--- src/rtl/ahb_ic_pkg.sv ---
`default_nettype none
// ============================================================================
//  Module   : ahb_ic_pkg
//  Brief    : Shared types and constants for the AHB-Lite interconnect:
//             transfer-type encoding, response constants and the states of
//             the built-in default slave.
//  Revision : 1.0  initial release
// ============================================================================
package ahb_ic_pkg;

    typedef enum logic [1:0] {
        IDLE   = 2'd0,
        BUSY   = 2'd1,
        NONSEQ = 2'd2,
        SEQ    = 2'd3
    } htrans_e;

    localparam logic HRESP_OKAY  = 1'b0;
    localparam logic HRESP_ERROR = 1'b1;

    typedef enum logic [1:0] {
        DS_IDLE = 2'd0,
        DS_ERR1 = 2'd1,
        DS_ERR2 = 2'd2
    } defslv_state_e;

    // A transfer only needs a data-phase response when it is NONSEQ or SEQ.
    function automatic logic htrans_active(input logic [1:0] trans);
        return (htrans_e'(trans) == NONSEQ) || (htrans_e'(trans) == SEQ);
    endfunction

endpackage : ahb_ic_pkg
`default_nettype wire

--- src/rtl/ahb_default_slave.sv ---
`default_nettype none
// ============================================================================
//  Module   : ahb_default_slave
//  Brief    : Answers active transfers to unmapped addresses with the
//             standard two-cycle AHB ERROR response. Outputs are registered
//             so they are valid from the first cycle of the data phase.
//  Revision : 1.0  initial release
// ============================================================================
module ahb_default_slave
    import ahb_ic_pkg::*;
(
    input  logic clk,
    input  logic rst_n,
    input  logic def_load,      // data phase to the default slave starts next cycle
    output logic hreadyout,
    output logic hresp
);

    defslv_state_e state_q;
    logic          hreadyout_q;
    logic          hresp_q;

    // Error-response FSM; outputs are computed for the state being entered.
    always_ff @(posedge clk or negedge rst_n) begin
        if (!rst_n) begin
            state_q     <= DS_IDLE;
            hreadyout_q <= 1'b1;
            hresp_q     <= HRESP_OKAY;
        end else begin
            case (state_q)
                DS_IDLE: begin
                    if (def_load) begin
                        state_q     <= DS_ERR1;
                        hreadyout_q <= 1'b0;
                        hresp_q     <= HRESP_ERROR;
                    end
                end
                DS_ERR1: begin
                    state_q     <= DS_ERR2;
                    hreadyout_q <= 1'b1;
                    hresp_q     <= HRESP_ERROR;
                end
                DS_ERR2: begin
                    if (def_load) begin
                        state_q     <= DS_ERR1;
                        hreadyout_q <= 1'b0;
                        hresp_q     <= HRESP_ERROR;
                    end else begin
                        state_q     <= DS_IDLE;
                        hreadyout_q <= 1'b1;
                        hresp_q     <= HRESP_OKAY;
                    end
                end
                default: begin
                    state_q     <= DS_IDLE;
                    hreadyout_q <= 1'b1;
                    hresp_q     <= HRESP_OKAY;
                end
            endcase
        end
    end

    assign hreadyout = hreadyout_q;
    assign hresp     = hresp_q;

endmodule : ahb_default_slave
`default_nettype wire

--- src/rtl/ahb_lite_interconnect.sv ---
`default_nettype none
// ============================================================================
//  Module   : ahb_lite_interconnect
//  Brief    : Single-master AHB-Lite interconnect: address decoder, data-phase
//             select register, response/read-data multiplexer and a built-in
//             default slave that errors unmapped active transfers.
//             Optional per-slave transfer and error counters are built when
//             the macro AHB_IC_PERF_EN is defined.
//  Revision : 1.0  initial release
// ============================================================================
module ahb_lite_interconnect
    import ahb_ic_pkg::*;
#(
    parameter int NUM_SLAVES = 4,
    parameter int AW         = 32,
    parameter int DW         = 32,
    parameter logic [NUM_SLAVES*AW-1:0] SLV_BASE =
        {32'h3000_0000, 32'h2000_0000, 32'h1000_0000, 32'h0000_0000},
    parameter logic [NUM_SLAVES*AW-1:0] SLV_MASK = {4{32'hF000_0000}}
) (
    input  logic                     HCLK,
    input  logic                     HRESETn,
    input  logic [AW-1:0]            HADDR,
    input  logic [1:0]               HTRANS,
    input  logic                     HWRITE,
    output logic                     HREADY,
    output logic [DW-1:0]            HRDATA,
    output logic                     HRESP,
    output logic [NUM_SLAVES-1:0]    HSEL_S,
    input  logic [NUM_SLAVES*DW-1:0] HRDATA_S,
    input  logic [NUM_SLAVES-1:0]    HREADYOUT_S,
    input  logic [NUM_SLAVES-1:0]    HRESP_S
`ifdef AHB_IC_PERF_EN
    ,
    input  logic                     perf_clr,
    output logic [NUM_SLAVES*16-1:0] perf_xfer_cnt,
    output logic [15:0]              perf_err_cnt
`endif
);

    logic [NUM_SLAVES-1:0] w_hsel;
    logic                  w_hit;
    logic                  w_hready;
    logic                  w_hresp;
    logic [DW-1:0]         w_hrdata;
    logic                  w_def_load;
    logic                  ds_hready;
    logic                  ds_hresp;

    // Data-phase select: one-hot slave vector plus a default-slave flag;
    // all zero encodes NONE.
    logic [NUM_SLAVES-1:0] dsel_slv_d, dsel_slv_q;
    logic                  dsel_def_d, dsel_def_q;

    // Address decode; lowest matching index wins so HSEL_S stays one-hot.
    always_comb begin
        w_hsel = '0;
        w_hit  = 1'b0;
        for (int i = 0; i < NUM_SLAVES; i++) begin
            if (!w_hit && ((HADDR & SLV_MASK[i*AW +: AW]) == SLV_BASE[i*AW +: AW])) begin
                w_hsel[i] = 1'b1;
                w_hit     = 1'b1;
            end
        end
    end

    assign HSEL_S     = w_hsel;
    assign w_def_load = w_hready && !w_hit && htrans_active(HTRANS);

    // Next data-phase select: sampled only when the current data phase ends.
    always_comb begin
        dsel_slv_d = dsel_slv_q;
        dsel_def_d = dsel_def_q;
        if (w_hready) begin
            dsel_slv_d = w_hsel;
            dsel_def_d = !w_hit && htrans_active(HTRANS);
        end
    end

    // Data-phase select register; the only pipeline stage in the block.
    always_ff @(posedge HCLK or negedge HRESETn) begin
        if (!HRESETn) begin
            dsel_slv_q <= '0;
            dsel_def_q <= 1'b0;
        end else begin
            dsel_slv_q <= dsel_slv_d;
            dsel_def_q <= dsel_def_d;
        end
    end

    ahb_default_slave u_default_slave (
        .clk       (HCLK),
        .rst_n     (HRESETn),
        .def_load  (w_def_load),
        .hreadyout (ds_hready),
        .hresp     (ds_hresp)
    );

    // Response and read-data mux steered by the data-phase select.
    always_comb begin
        w_hready = 1'b1;
        w_hresp  = HRESP_OKAY;
        w_hrdata = '0;
        if (dsel_def_q) begin
            w_hready = ds_hready;
            w_hresp  = ds_hresp;
        end else begin
            for (int i = 0; i < NUM_SLAVES; i++) begin
                if (dsel_slv_q[i]) begin
                    w_hready = HREADYOUT_S[i];
                    w_hresp  = HRESP_S[i];
                    w_hrdata = HRDATA_S[i*DW +: DW];
                end
            end
        end
    end

    assign HREADY = w_hready;
    assign HRESP  = w_hresp;
    assign HRDATA = w_hrdata;

`ifdef AHB_IC_PERF_EN
    logic [NUM_SLAVES*16-1:0] xfer_cnt_d, xfer_cnt_q;
    logic [15:0]              err_cnt_d, err_cnt_q;

    // Saturating counters; a clear request overrides any increment.
    always_comb begin
        xfer_cnt_d = xfer_cnt_q;
        err_cnt_d  = err_cnt_q;
        if (perf_clr) begin
            xfer_cnt_d = '0;
            err_cnt_d  = '0;
        end else begin
            for (int i = 0; i < NUM_SLAVES; i++) begin
                if (w_hready && dsel_slv_q[i] && (xfer_cnt_q[i*16 +: 16] != 16'hFFFF)) begin
                    xfer_cnt_d[i*16 +: 16] = xfer_cnt_q[i*16 +: 16] + 16'd1;
                end
            end
            // Ready together with ERROR from the default slave marks its ERR2 cycle.
            if (ds_hready && ds_hresp && (err_cnt_q != 16'hFFFF)) begin
                err_cnt_d = err_cnt_q + 16'd1;
            end
        end
    end

    // Counter registers.
    always_ff @(posedge HCLK or negedge HRESETn) begin
        if (!HRESETn) begin
            xfer_cnt_q <= '0;
            err_cnt_q  <= '0;
        end else begin
            xfer_cnt_q <= xfer_cnt_d;
            err_cnt_q  <= err_cnt_d;
        end
    end

    assign perf_xfer_cnt = xfer_cnt_q;
    assign perf_err_cnt  = err_cnt_q;
`endif

    // Write direction only matters to slaves and external monitors.
    logic unused_ok;
    assign unused_ok = HWRITE;

endmodule : ahb_lite_interconnect
`default_nettype wire

--- config.mk ---
export PLATFORM = sky130hd
export DESIGN_NAME = ahb_lite_interconnect
export DESIGN_NICKNAME = d
export VERILOG_FILES = /design/src/rtl/ahb_ic_pkg.sv /design/src/rtl/ahb_default_slave.sv /design/src/rtl/ahb_lite_interconnect.sv
export SDC_FILE = /design/constraint.sdc
export NUM_CORES = 1
export LEC_CHECK = 0
export BUFFER_PORTS_ARGS = -buffer_cell sky130_fd_sc_hd__buf_2
export CAP_MARGIN = 20
export CORE_AREA = 2 2 82 84
export CTS_CLUSTER_DIAMETER = 80
export DETAILED_ROUTE_END_ITERATION = 10
export DIE_AREA = 0 0 84 86
export PLACE_DENSITY = 0.66
export SYNTH_ARGS = -nofsm -noshare
export SYNTH_HDL_FRONTEND = slang
export SYNTH_SLANG_ARGS = --single-unit
--- constraint.sdc ---
create_clock -name HCLK -period 2.8 [get_ports HCLK]
set_clock_uncertainty 0.15 [all_clocks]
set_input_delay 0.14 -clock HCLK [delete_from_list [all_inputs] [get_ports HCLK]]
set_output_delay 0.14 -clock HCLK [all_outputs]
set_load 0.05 [all_outputs]
[Yosys cells after proc, flatten, opt, wreduce, memory -nomap -nowiden]
Cells that the tools add are included.
Storage, ports and cells
  word-level logic and storage cells: 57
  flip-flop bits (word level): 9
  bits of input ports: 173
  output and inout port bits: 38
Cells by class
  reduce and logical (&&, ||, !) cells: 13
  equal/unequal tests: 8
  muxes and demuxes: 31
Operators with widths (number)
  $mux W32: 5
  $logic_not A32 Y1: 1
  $mux W1: 22
  $eq A4 B2 Y1 const B: 2
  $eq A2 B2 Y1 const B: 3
  $logic_and A1 B1 Y1: 6
  $pmux W2 S3: 1
  $eq A4 B1 Y1 const B: 1
  $logic_not A1 Y1: 4
  $pmux W1 S3: 1
  $eq A2 B1 Y1 const B: 1
  $logic_not A2 Y1: 1
  $mux W2: 1
  $ne A2 B1 Y1 const B: 1
  $pmux W1 S2: 1
  $logic_or A1 B1 Y1: 1

[Depth between registers and ports, before layout]
Gate-level depths: netlist (run 1).
  word-level depth: 16
  depth in mapped cells: 6

[Cells and area by module]
Synthesis (run 1) repeated with hierarchy kept, for this count alone.
Second synthesis, totals
  cells, all modules: 207
  area total of the unflattened synthesis: 1493.9 µm²
By module, submodules not included
  ahb_lite_interconnect: area each 1355.0 µm², cells an instance 197, instances 1, sequential area each 125.1 µm²
  ahb_default_slave: area each 138.9 µm², cells an instance 10, instances 1, sequential area each 101.3 µm²

[Worst setup path before layout (run 1)]
OpenSTA, ideal clock, no wires.
  path kind: input-to-reg
  start: in HADDR[31]
  end: reg dsel_slv_q[1]
  arrival time: 2.114 ns
  cell stages on the path: 2
  slack: 0.459 ns
  cell sequence: nor4b_1 -> mux2_1
On the way
  cells in the longest elaborated chain, start to end: 5
  elaborated cells between the ends (all ways): 6
  those cells by class: eq/ne (1); mux (2); reduce/logical (3)
RTL lines
  from (decl): line ahb_lite_interconnect.sv:23  | input logic [AW-1:0] HADDR,
  $logic_not A32 Y1: line ahb_lite_interconnect.sv:60  | if (!w_hit && ((HADDR & SLV_MASK[i*AW +: AW]) == SLV_BASE[i*AW +: AW])) begin
  $mux W1: line ahb_lite_interconnect.sv:60
  $logic_not A1 Y1: line ahb_lite_interconnect.sv:60
  $logic_and A1 B1 Y1 (*): line ahb_lite_interconnect.sv:60
  $mux W1 (*): line ahb_lite_interconnect.sv:60
  to (signal assigned): line ahb_lite_interconnect.sv:86  | dsel_slv_q <= dsel_slv_d;
  to (decl): line ahb_lite_interconnect.sv:52  | logic [NUM_SLAVES-1:0] dsel_slv_d, dsel_slv_q;
Every way passes the cells marked *; elsewhere a longest branch is shown, timed or not.
A chain may end at the register's enable or synchronous reset.

[Final worst setup path (run 1)]
  start: reg dsel_slv_q[3]
  end: out HRDATA[24]
On the way
  cells in the longest elaborated chain, start to end: 2
RTL lines
  $mux W32: line ahb_lite_interconnect.sv:109  | if (dsel_slv_q[i]) begin
  $mux W32: line ahb_lite_interconnect.sv:104  | if (dsel_def_q) begin
  to (decl): line ahb_lite_interconnect.sv:27  | output logic [DW-1:0] HRDATA,
No other way between the ends.

==> flow_metrics.tcl, run 1 <==
set metrics [dict create \
    synthCells 242 \
    synth_async_sr_flop_share 1.00 \
    num_antenna_cells 0 \
    utilization 0.416 \
    leakage_uw 0.00139 \
    setup_violations 0 \
    yosysWarnings 0 \
    worst_setup_path_start_kind "register" \
    crit_chain "buf_4 -> nand2_1 -> a21oi_1 -> buf_2" \
    io_pins 211 \
    cts_setup_buffers 0 \
    wl_mm 6.56 \
    fp-row-count 29 \
    die_w_um 84 \
    timing.final.crit_share 0.794 \
    ys_ff_latch 9 \
    cts_root_buf "clkbuf_8" \
    multi_input_area_um2 1120 \
    syn_avg_cell_area_um2 6.64 \
    die_y_um 86 \
    clock_sinks 9 \
    area_growth_pct 62.3 \
    place_area_um2 2550 \
    syn_nets 415 \
    synth_top_area_share 0.180 \
    max_slew_margin 0.559 \
    slew_violations 0 \
    grt_usage 0.166 \
    hold_slack_ps 1.77 \
    antenna_found_initial 0 \
    synth_flop_cell "dfrtp_1" \
    wl_per_cell_um 13.5 \
    combPwrFrac 0.746 \
    p_switching_uw 928 \
    drive_gt1_frac 0.493 \
    crit_arrival_ps 1930 \
    reg2reg_depth 5 \
    synth.distinct_cells 31 \
    fin_crit_ps 2220 \
    clkTransAtPathRegs_ps 40 \
    drt_pass1_iterations 4 \
    postCtsHoldBufs 1 \
    synth_area_leaders "a221oi_1 18%, a211o_1 17%, dfrtp_1 12%" \
    intPower_uw 680 \
    nets 582 \
    tritoncts "yes" \
    drt-initial-drc-count 92 \
    fin_area_um2 2610 \
    start_util 0.256 \
    synth_commonest_cells "37 x a21oi_1, 34 x inv_1, 34 x nand2_1" \
    ys_seq_area_frac 0.141 \
    p_total_uw 1610 \
    grt_max_degree 37 \
    numCtsBuffers 3 \
    yosys.cell_count.top_type "a21oi_1" \
    crit_fanout 36 \
    required_ps 2510 \
    vias_per_cell 4.99 \
    cpMaxStageDelayCell "dfrtp_2" \
    seqPwrFrac 0.160 \
    critical_path.endpoint_type "output pin" \
    power_density_nw_per_um2 616 \
    peakVddDrop_mv 0.382 \
    htreeDepth 1 \
    antenna_left 0 \
    clockPowerShare 0.094 \
    cts-resized-gates 0 \
    synth-edff-count 0 \
    drc 0 \
    core_um2 6280 \
    hp-class "in2reg" \
    clock_latency_ps 230 \
    worst-setup-path-type "reg2out" \
    clock.fmax_mhz 450 \
    rsz0062_at_grt "false" \
    synth_area_um2 1610 \
    grt_pass1_wl_mm 10.3 \
    routabilityCongestion 0.776 \
    worst_slew_pin_slew_ps 661 \
    drv_cap 0 \
    clock_path_buffers 2 \
    fill_cells 678 \
    dpl.hpwl_mm 5.11 \
    dieArea_um2 7220 \
    seq_area_um2 229 \
    hold_viol_final 0 \
    hold_depth 2 \
    fin_tns_setup_ps 0 \
    critical-path-max-stage-delay_ps 740 \
    vias 2419 \
    switching_share 0.577 \
    io_buffers 180 \
    status "finished, final reports clean" \
    synth_area_leader_cell "a221oi_1" \
    overflow 0 \
    grt_pass1_vias 2254 \
]
[worst paths after layout]
kind	end	from	slack, ps
setup reg to reg	dsel_slv_q[1]	dsel_slv_q[2]	810
min in group asynchronous	dsel_slv_q[3]	HRESETn	140
hold / removal	dsel_slv_q[2]	HADDR[28]	2
max in group asynchronous	u_default_slave.hreadyout	HRESETn	2110
setup / recovery	HRDATA[24]	dsel_slv_q[3]	580
hold reg to reg	u_default_slave.state_q[1]	u_default_slave.state_q[1]	320
[state kept, by name, summed over array words and instances (netlist names)]
register / cells
u_default_slave.hreadyout: 1
u_default_slave.state_q: 2
dsel_slv_q: 4
u_default_slave.hresp: 1
dsel_def_q: 1
[per-stage QoR]
step	instances	worst slack [ps]
6_report	485	575
5_1_grt	485	444
4_1_cts	485	574
3_5_place_dp	480	819
3_3_place_gp	480	801
2_1_floorplan	242	459
[kinds of logic (layout without fill, tap and decap cells)]
family | after synthesis | after routing | share of synthesized area
AO/OA/AOI/OAI | 113 | 113 | 0.518
buffers and inverters | 62 | 228 | 0.163
AND/OR/NAND/NOR | 56 | 56 | 0.164
flip-flops | 9 | 9 | 0.141
multiplexers | 2 | 2 | 0.0140
[worst max-delay path: cells and delay by family (launching register included)]
kind	cells	cell delay, ps
flip-flops	1	740
buffers and inverters	2	680
AO/OA/AOI/OAI	1	170
AND/OR/NAND/NOR	1	80
[cell usage in the layout (no fill, tap or decap), drive strengths merged]
cell / n
a211o: 32
a211oi: 2
a21oi: 37
a221oi: 33
a22oi: 1
a31oi: 1
and3: 1
buf: 189
clkbuf: 4
dfrtp: 8
dfstp: 1
dlygate4sd3: 1
inv: 34
mux2: 2
nand2: 35
nand3: 1
nor2: 6
nor2b: 6
nor3: 2
nor3b: 1
nor4: 1
nor4b: 1
o21ai: 4
o31ai: 2
o32ai: 1
or2: 1
or4: 1
[area by class of cell]
cell class | count | area share
Clock buffer | 4 | 0.0173
Tap cell | 77 | 0.0369
Inverter | 34 | 0.0489
Timing Repair Buffer | 190 | 0.380
Sequential cell | 9 | 0.0877
Multi-Input combinational cell | 171 | 0.430
[routing by layer]
layer | track usage | wire length (um) | vias up
met5 | 0 | 0 | -
met1 | 0.205 | 2700 | 1070
met3 | 0.0308 | 532 | 6
met4 | 0.0337 | 65 | 0
li1 | - | - | 1230
met2 | 0.303 | 3260 | 113
[power groups by stage]
stage | combinational, uW | sequential (uW) | clock, uW
2_1_floorplan | 953 | 189 | 0
3_3_place_gp | 1190 | 261 | 0
3_5_place_dp | 1200 | 260 | 0
4_1_cts | 1210 | 259 | 156
5_1_grt | 1290 | 269 | 164
6_report | 1200 | 257 | 151
Note: power is estimated with default switching activity, not from simulation.
==> inputs of run 2 (changes only) <==
--- a/config.mk
+++ b/config.mk
@@ -7,11 +7,11 @@
 export LEC_CHECK = 0
 export BUFFER_PORTS_ARGS = -buffer_cell sky130_fd_sc_hd__buf_2
 export CAP_MARGIN = 20
-export CORE_AREA = 2 2 82 84
+export CORE_AREA = 2 2 81 83
 export CTS_CLUSTER_DIAMETER = 80
 export DETAILED_ROUTE_END_ITERATION = 10
-export DIE_AREA = 0 0 84 86
-export PLACE_DENSITY = 0.66
+export DIE_AREA = 0 0 83 85
+export PLACE_DENSITY = 0.68
 export SYNTH_ARGS = -nofsm -noshare
 export SYNTH_HDL_FRONTEND = slang
 export SYNTH_SLANG_ARGS = --single-unit
==> constraint.sdc (replaced) <==
create_clock -name HCLK -period 2.3 [get_ports HCLK]
set_clock_uncertainty 0.15 [all_clocks]
set_input_delay 0.115 -clock HCLK [delete_from_list [all_inputs] [get_ports HCLK]]
set_output_delay 0.115 -clock HCLK [all_outputs]
set_load 0.05 [all_outputs]
==> run 2 against run 1 <==
Global-route usage is 0.70 points higher. Combinational power is 26% higher. Count of clock-buffer cells in the layout stayed put. Non-clock buffer count is 1 lower. Critical path depth is 2 higher. Via count is 1.9% higher. Clock power is 21% higher. Cell count is 0.21% lower.
==> flow_metrics.tcl, run 2 (synthesized netlist as in run 1, its figures left out) <==
set metrics [dict create \
    worst_slew_pin_slew_ps 542 \
    hp-class "in2reg" \
    grt_pass1_wl_mm 10.5 \
    core_um2 6200 \
    vias 2465 \
    largest_reg_flops 4 \
    antenna_found_initial 0 \
    grt_usage 0.173 \
    clockPowerShare 0.092 \
    final_cell_mix "179 x buf_2, 37 x a21oi_1, 34 x nand2_1, 34 x inv_1, 33 x a221oi_1" \
    antenna_left 0 \
    die_y_um 85 \
    required_ps 2040 \
    final_common_cell "buf_2" \
    drc 0 \
    wl_mm 6.55 \
    fin_crit_ps 2200 \
    io_pins 211 \
    worst-setup-path-type "reg2out" \
    tritoncts "yes" \
    dr.max_layer_used "met4" \
    overflow 0 \
    worstReg2RegStart "dsel_slv_q[1]" \
    m1WireLength_mm 2.76 \
    wl_per_cell_um 13.5 \
    clock_latency_ps 230 \
    worst_setup_path_start_kind "register" \
    fp-row-count 29 \
    hold_viol_final 0 \
    combPwrFrac 0.769 \
    clock.fmax_mhz 454 \
    wl_met3_um 445 \
    cts_root_buf "clkbuf_8" \
    clkTransAtPathRegs_ps 40 \
    reg_top3 "dsel_slv_q: 4 flops, u_default_slave.state_q: 2 flops" \
    clock_sinks 9 \
    nets 581 \
    drv_cap 0 \
    status "finished, final reports clean" \
    seqPwrFrac 0.139 \
    num_antenna_cells 0 \
    htreeDepth 1 \
    cts_setup_buffers 0 \
    io_buffers 180 \
    dieArea_um2 7060 \
    numCtsBuffers 3 \
    dr_wl_met2_mm 3.25 \
    crit_fanout 28 \
    reg2reg_depth 5 \
    timing.final.crit_share 0.958 \
    power_density_nw_per_um2 746 \
    drt_pass1_iterations 4 \
    leakage_uw 0.00139 \
    dpl_worst_slack_ps 318 \
    routabilityCongestion 0.792 \
    setup_violations 0 \
    intPower_uw 833 \
    slew_violations 0 \
    worstSetupStartpoint "dsel_slv_q[0]" \
    reg2reg_to "dsel_slv_q[1]" \
    fill_cells 674 \
    switching_share 0.576 \
    p_switching_uw 1130 \
    max_slew_margin 0.635 \
    clock_path_buffers 2 \
    peakVddDrop_mv 0.415 \
    vias_per_cell 5.09 \
    crit_arrival_ps 1940 \
    crit_end "HRDATA[31]" \
    top_register "dsel_slv_q" \
    die_w_um 83 \
    rsz0062_at_grt "false" \
    start_util 0.259 \
    grt_pass1_vias 2367 \
    fin_tns_setup_ps 0 \
    r2r_slack_ps 370 \
    grt_max_degree 47 \
    critical_path.endpoint_type "output pin" \
    drt-initial-drc-count 76 \
    layout_setup_ws_ps 96.3 \
    drive_gt1_frac 0.491 \
    area_growth_pct 63.9 \
    dpl.hpwl_mm 5.03 \
]
[run 2: repair_timing]
| action | in CTS | in global routing |
|---|---|---|
| hold buffers | 2 | 0 |
| endpoints found under the setup margin | 0 | 7 |
| resized for setup | 0 | 3 |
| hold endpoints to repair | 10 | 0 |
[run 2: cell type report]
type / instances / area [um^2] / share of cell area
tap: 77 / 96.3 / 0.0366
timing repair buffer: 189 / 1000 / 0.381
clock buffer: 4 / 45.0 / 0.0171
sequential: 9 / 229 / 0.0869
inverter: 34 / 128 / 0.0484
multi-input combinational: 171 / 1130 / 0.430
[run 2: power groups by stage]
stage	Sequential (uW)	Combinational, uW	Clock (uW)
after CTS	272	1520	185
after floorplan	230	1160	0
after global routing	281	1630	194
final	272	1510	182
after detailed placement	273	1510	0
after global placement	271	1490	0
[run 2: per-stage QoR]
stage / std cells / hold slack [ps] / power [uW] / instance area [um^2] / util
floorplan: 242 / -331 / 1390 / 1610 / -
global placement: 478 / -177 / 1770 / 2560 / 0.412
detailed placement: 478 / -176 / 1780 / 2560 / 0.412
CTS: 484 / 42.1 / 1980 / 2620 / 0.423
global route: 484 / 52.4 / 2110 / 2640 / 0.425
finish: 484 / 43.5 / 1960 / 2640 / 0.425
[run 2: routing by layer]
layer	up-vias	track usage
li1	1229	-
met1	1116	0.215
met2	114	0.321
met3	6	0.0292
met4	0	0.0253
met5	-	0
[run 2: critical path: stages, from the launching register on]
cell      delay, ps
dfrtp_1         430
nor2b_4         220
buf_12          190
a221oi_1         90
a211o_1         320
a21oi_1         180
clkbuf_4        260
[run 2: worst min path at each step]
| stage | from | to | slack (ps) | depth (start not counted) |
|---|---|---|---|---|
| detailed placement | HRESETn | dsel_slv_q[0] | -180 | 1 |
| global route | HADDR[29] | dsel_slv_q[2] | 50 | 3 |
| floorplan | HRESETn | dsel_def_q | -330 | 0 |
| global placement | HRESETn | dsel_slv_q[0] | -180 | 1 |
| CTS | HADDR[29] | dsel_slv_q[2] | 40 | 3 |
| finish | HADDR[29] | dsel_slv_q[2] | 40 | 3 |
==> inputs of run 3 (changes only) <==
--- a/config.mk
+++ b/config.mk
@@ -11,7 +11,9 @@
 export CTS_CLUSTER_DIAMETER = 80
 export DETAILED_ROUTE_END_ITERATION = 10
 export DIE_AREA = 0 0 83 85
+export HOLD_SLACK_MARGIN = 0.1
 export PLACE_DENSITY = 0.68
+export REMOVE_ABC_BUFFERS = 1
 export SYNTH_ARGS = -nofsm -noshare
 export SYNTH_HDL_FRONTEND = slang
 export SYNTH_SLANG_ARGS = --single-unit
==> run 3 against run 2 <==
Design area increased by 1.1%. Wire length increased by 7.1%. Power is 0.95% higher. Sequential share of layout area shrank 0.094 points. Combinational power is essentially flat. First-iteration DRC count grew 11%. Cell count grew 1.7%. Maximum frequency rose by 3.2%. Sequential cell count unchanged. Global-route usage up 1.4 points. Count of clock-buffer cells in the layout unchanged. Largest power group unchanged.
==> flow_metrics.tcl, run 3 (synthesized netlist as in run 1, its figures left out) <==
set metrics [dict create \
    status "finished, final reports clean" \
    core_um2 6200 \
    fin_crit_ps 2140 \
    drc 0 \
    drive_gt1_frac 0.485 \
    hp-class "in2reg" \
    slew_violations 0 \
    leakage_uw 0.00140 \
    htreeDepth 1 \
    worstSetupStartpoint "dsel_slv_q[0]" \
    grt_usage 0.187 \
    drt_pass1_iterations 5 \
    power_density_nw_per_um2 745 \
    final_cell_mix "180 x buf_2, 37 x a21oi_1, 34 x nand2_1, 34 x inv_1, 33 x a221oi_1" \
    dr.max_layer_used "met5" \
    cts_root_buf "clkbuf_8" \
    routabilityCongestion 0.840 \
    crit_arrival_ps 1870 \
    antenna_left 0 \
    worstReg2RegStart "dsel_slv_q[1]" \
    clock_sinks 9 \
    wl_mm 7.01 \
    clock_path_buffers 2 \
    seq_area_um2 229 \
    cpMaxStageDelayCell "dfrtp_1" \
    nets 584 \
    max_slew_margin 0.651 \
    reg2reg_to "dsel_slv_q[1]" \
    grt_pass1_wl_mm 11.0 \
    grt_max_degree 51 \
    vias_per_cell 5.02 \
    reg_top3 "dsel_slv_q: 4 flops, u_default_slave.state_q: 2 flops" \
    drv_cap 0 \
    tritoncts "yes" \
    crit_fanout 32 \
    wl_met3_um 874 \
    largest_reg_flops 4 \
    fill_cells 671 \
    final_common_cell "buf_2" \
    drt-initial-drc-count 84 \
    required_ps 2040 \
    cts_setup_buffers 0 \
    hold_slack_ps 112 \
    dr_wl_met2_mm 3.10 \
    critical-path-max-stage-delay_ps 390 \
    dieArea_um2 7060 \
    r2r_slack_ps 420 \
    rsz0062_at_grt "false" \
    area_growth_pct 65.7 \
    setup_violations 0 \
    dpl.hpwl_mm 5.40 \
    fp-row-count 29 \
    overflow 0 \
    worst_slew_pin_slew_ps 519 \
    reg2reg_depth 5 \
    top_register "dsel_slv_q" \
    vias 2471 \
    multi_input_area_um2 1120 \
    timing.final.crit_share 0.929 \
    m1WireLength_mm 2.91 \
    die_w_um 83 \
    clkTransAtPathRegs_ps 50 \
    io_pins 211 \
    p_total_uw 1980 \
    clock_latency_ps 240 \
    clock.fmax_mhz 468 \
    antenna_found_initial 8 \
    start_util 0.259 \
    io_buffers 180 \
    peakVddDrop_mv 0.594 \
    grt_pass1_vias 2258 \
    numCtsBuffers 3 \
    die_y_um 85 \
    crit_end "HRDATA[14]" \
    critical_path.endpoint_type "output pin" \
    worst_setup_path_start_kind "register" \
    hold_viol_final 0 \
    crit_chain "nor2b_2 -> buf_12 -> a221oi_1 -> a211o_1 -> a21oi_1 -> buf_2" \
    worst-setup-path-type "reg2out" \
    wl_per_cell_um 14.2 \
]
==> run 3: what timing repair did <==
| item | 4_1_cts | 5_1_grt |
|---|---|---|
| setup endpoints to repair | 0 | 1 |
| hold endpoints to repair | 11 | 0 |
| gates resized for setup | 0 | 1 |
| hold buffers | 5 | 0 |
==> run 3: critical path: cells and delay by family (launching register included) <==
kind	cells	cell delay, ps
flip-flops	1	390
AND/OR/NAND/NOR	1	210
buffers and inverters	2	490
AO/OA/AOI/OAI	3	530
==> run 3: layout make-up <==
type / instances / area share
diodes: 5 / 0.00470
clock buffers: 4 / 0.0169
inverters: 34 / 0.0479
multi-input cells: 171 / 0.421
flip-flops and latches: 9 / 0.0860
well taps: 77 / 0.0362
repair buffers: 192 / 0.388
==> run 3: metal layers <==
layer,vias to the layer above,track usage
met5,-,0
met4,6,0.0432
met3,15,0.0856
met2,135,0.295
met1,1071,0.236
li1,1244,-
==> run 3: worst min-delay path by stage <==
stage	startpoint	endpoint	slack, ps	cells past startpoint
5_1_grt	HREADYOUT_S[3]	dsel_slv_q[3]	120	4
6_report	HREADYOUT_S[3]	dsel_slv_q[3]	110	4
4_1_cts	HREADYOUT_S[3]	dsel_slv_q[3]	100	4
3_3_place_gp	HRESETn	u_default_slave.hresp	-170	1
2_1_floorplan	HRESETn	dsel_def_q	-330	0
3_5_place_dp	HRESETn	u_default_slave.state_q[1]	-170	1
==> run 3: power breakdown <==
part           internal [uW]  total, uW  switching [uW]  leakage (uW)
Clock                    121        188            66.4     0.0000228
Sequential               208        264            56.1      0.000111
Combinational            510       1530            1020       0.00127
Total                    840       1980            1140       0.00140
==> run 3: metrics by stage <==
step / setup WS (ps) / utilization / cells / setup TNS [ps] / area, um^2
after floorplan: -1130 / - / 214 / -36850 / 1470
after global placement: 376 / 0.411 / 478 / 0 / 2550
after detailed placement: 331 / 0.411 / 478 / 0 / 2550
after CTS: 74.8 / 0.427 / 487 / 0 / 2650
after global routing: 46.6 / 0.428 / 488 / 0 / 2650
final: 164 / 0.429 / 492 / 0 / 2660
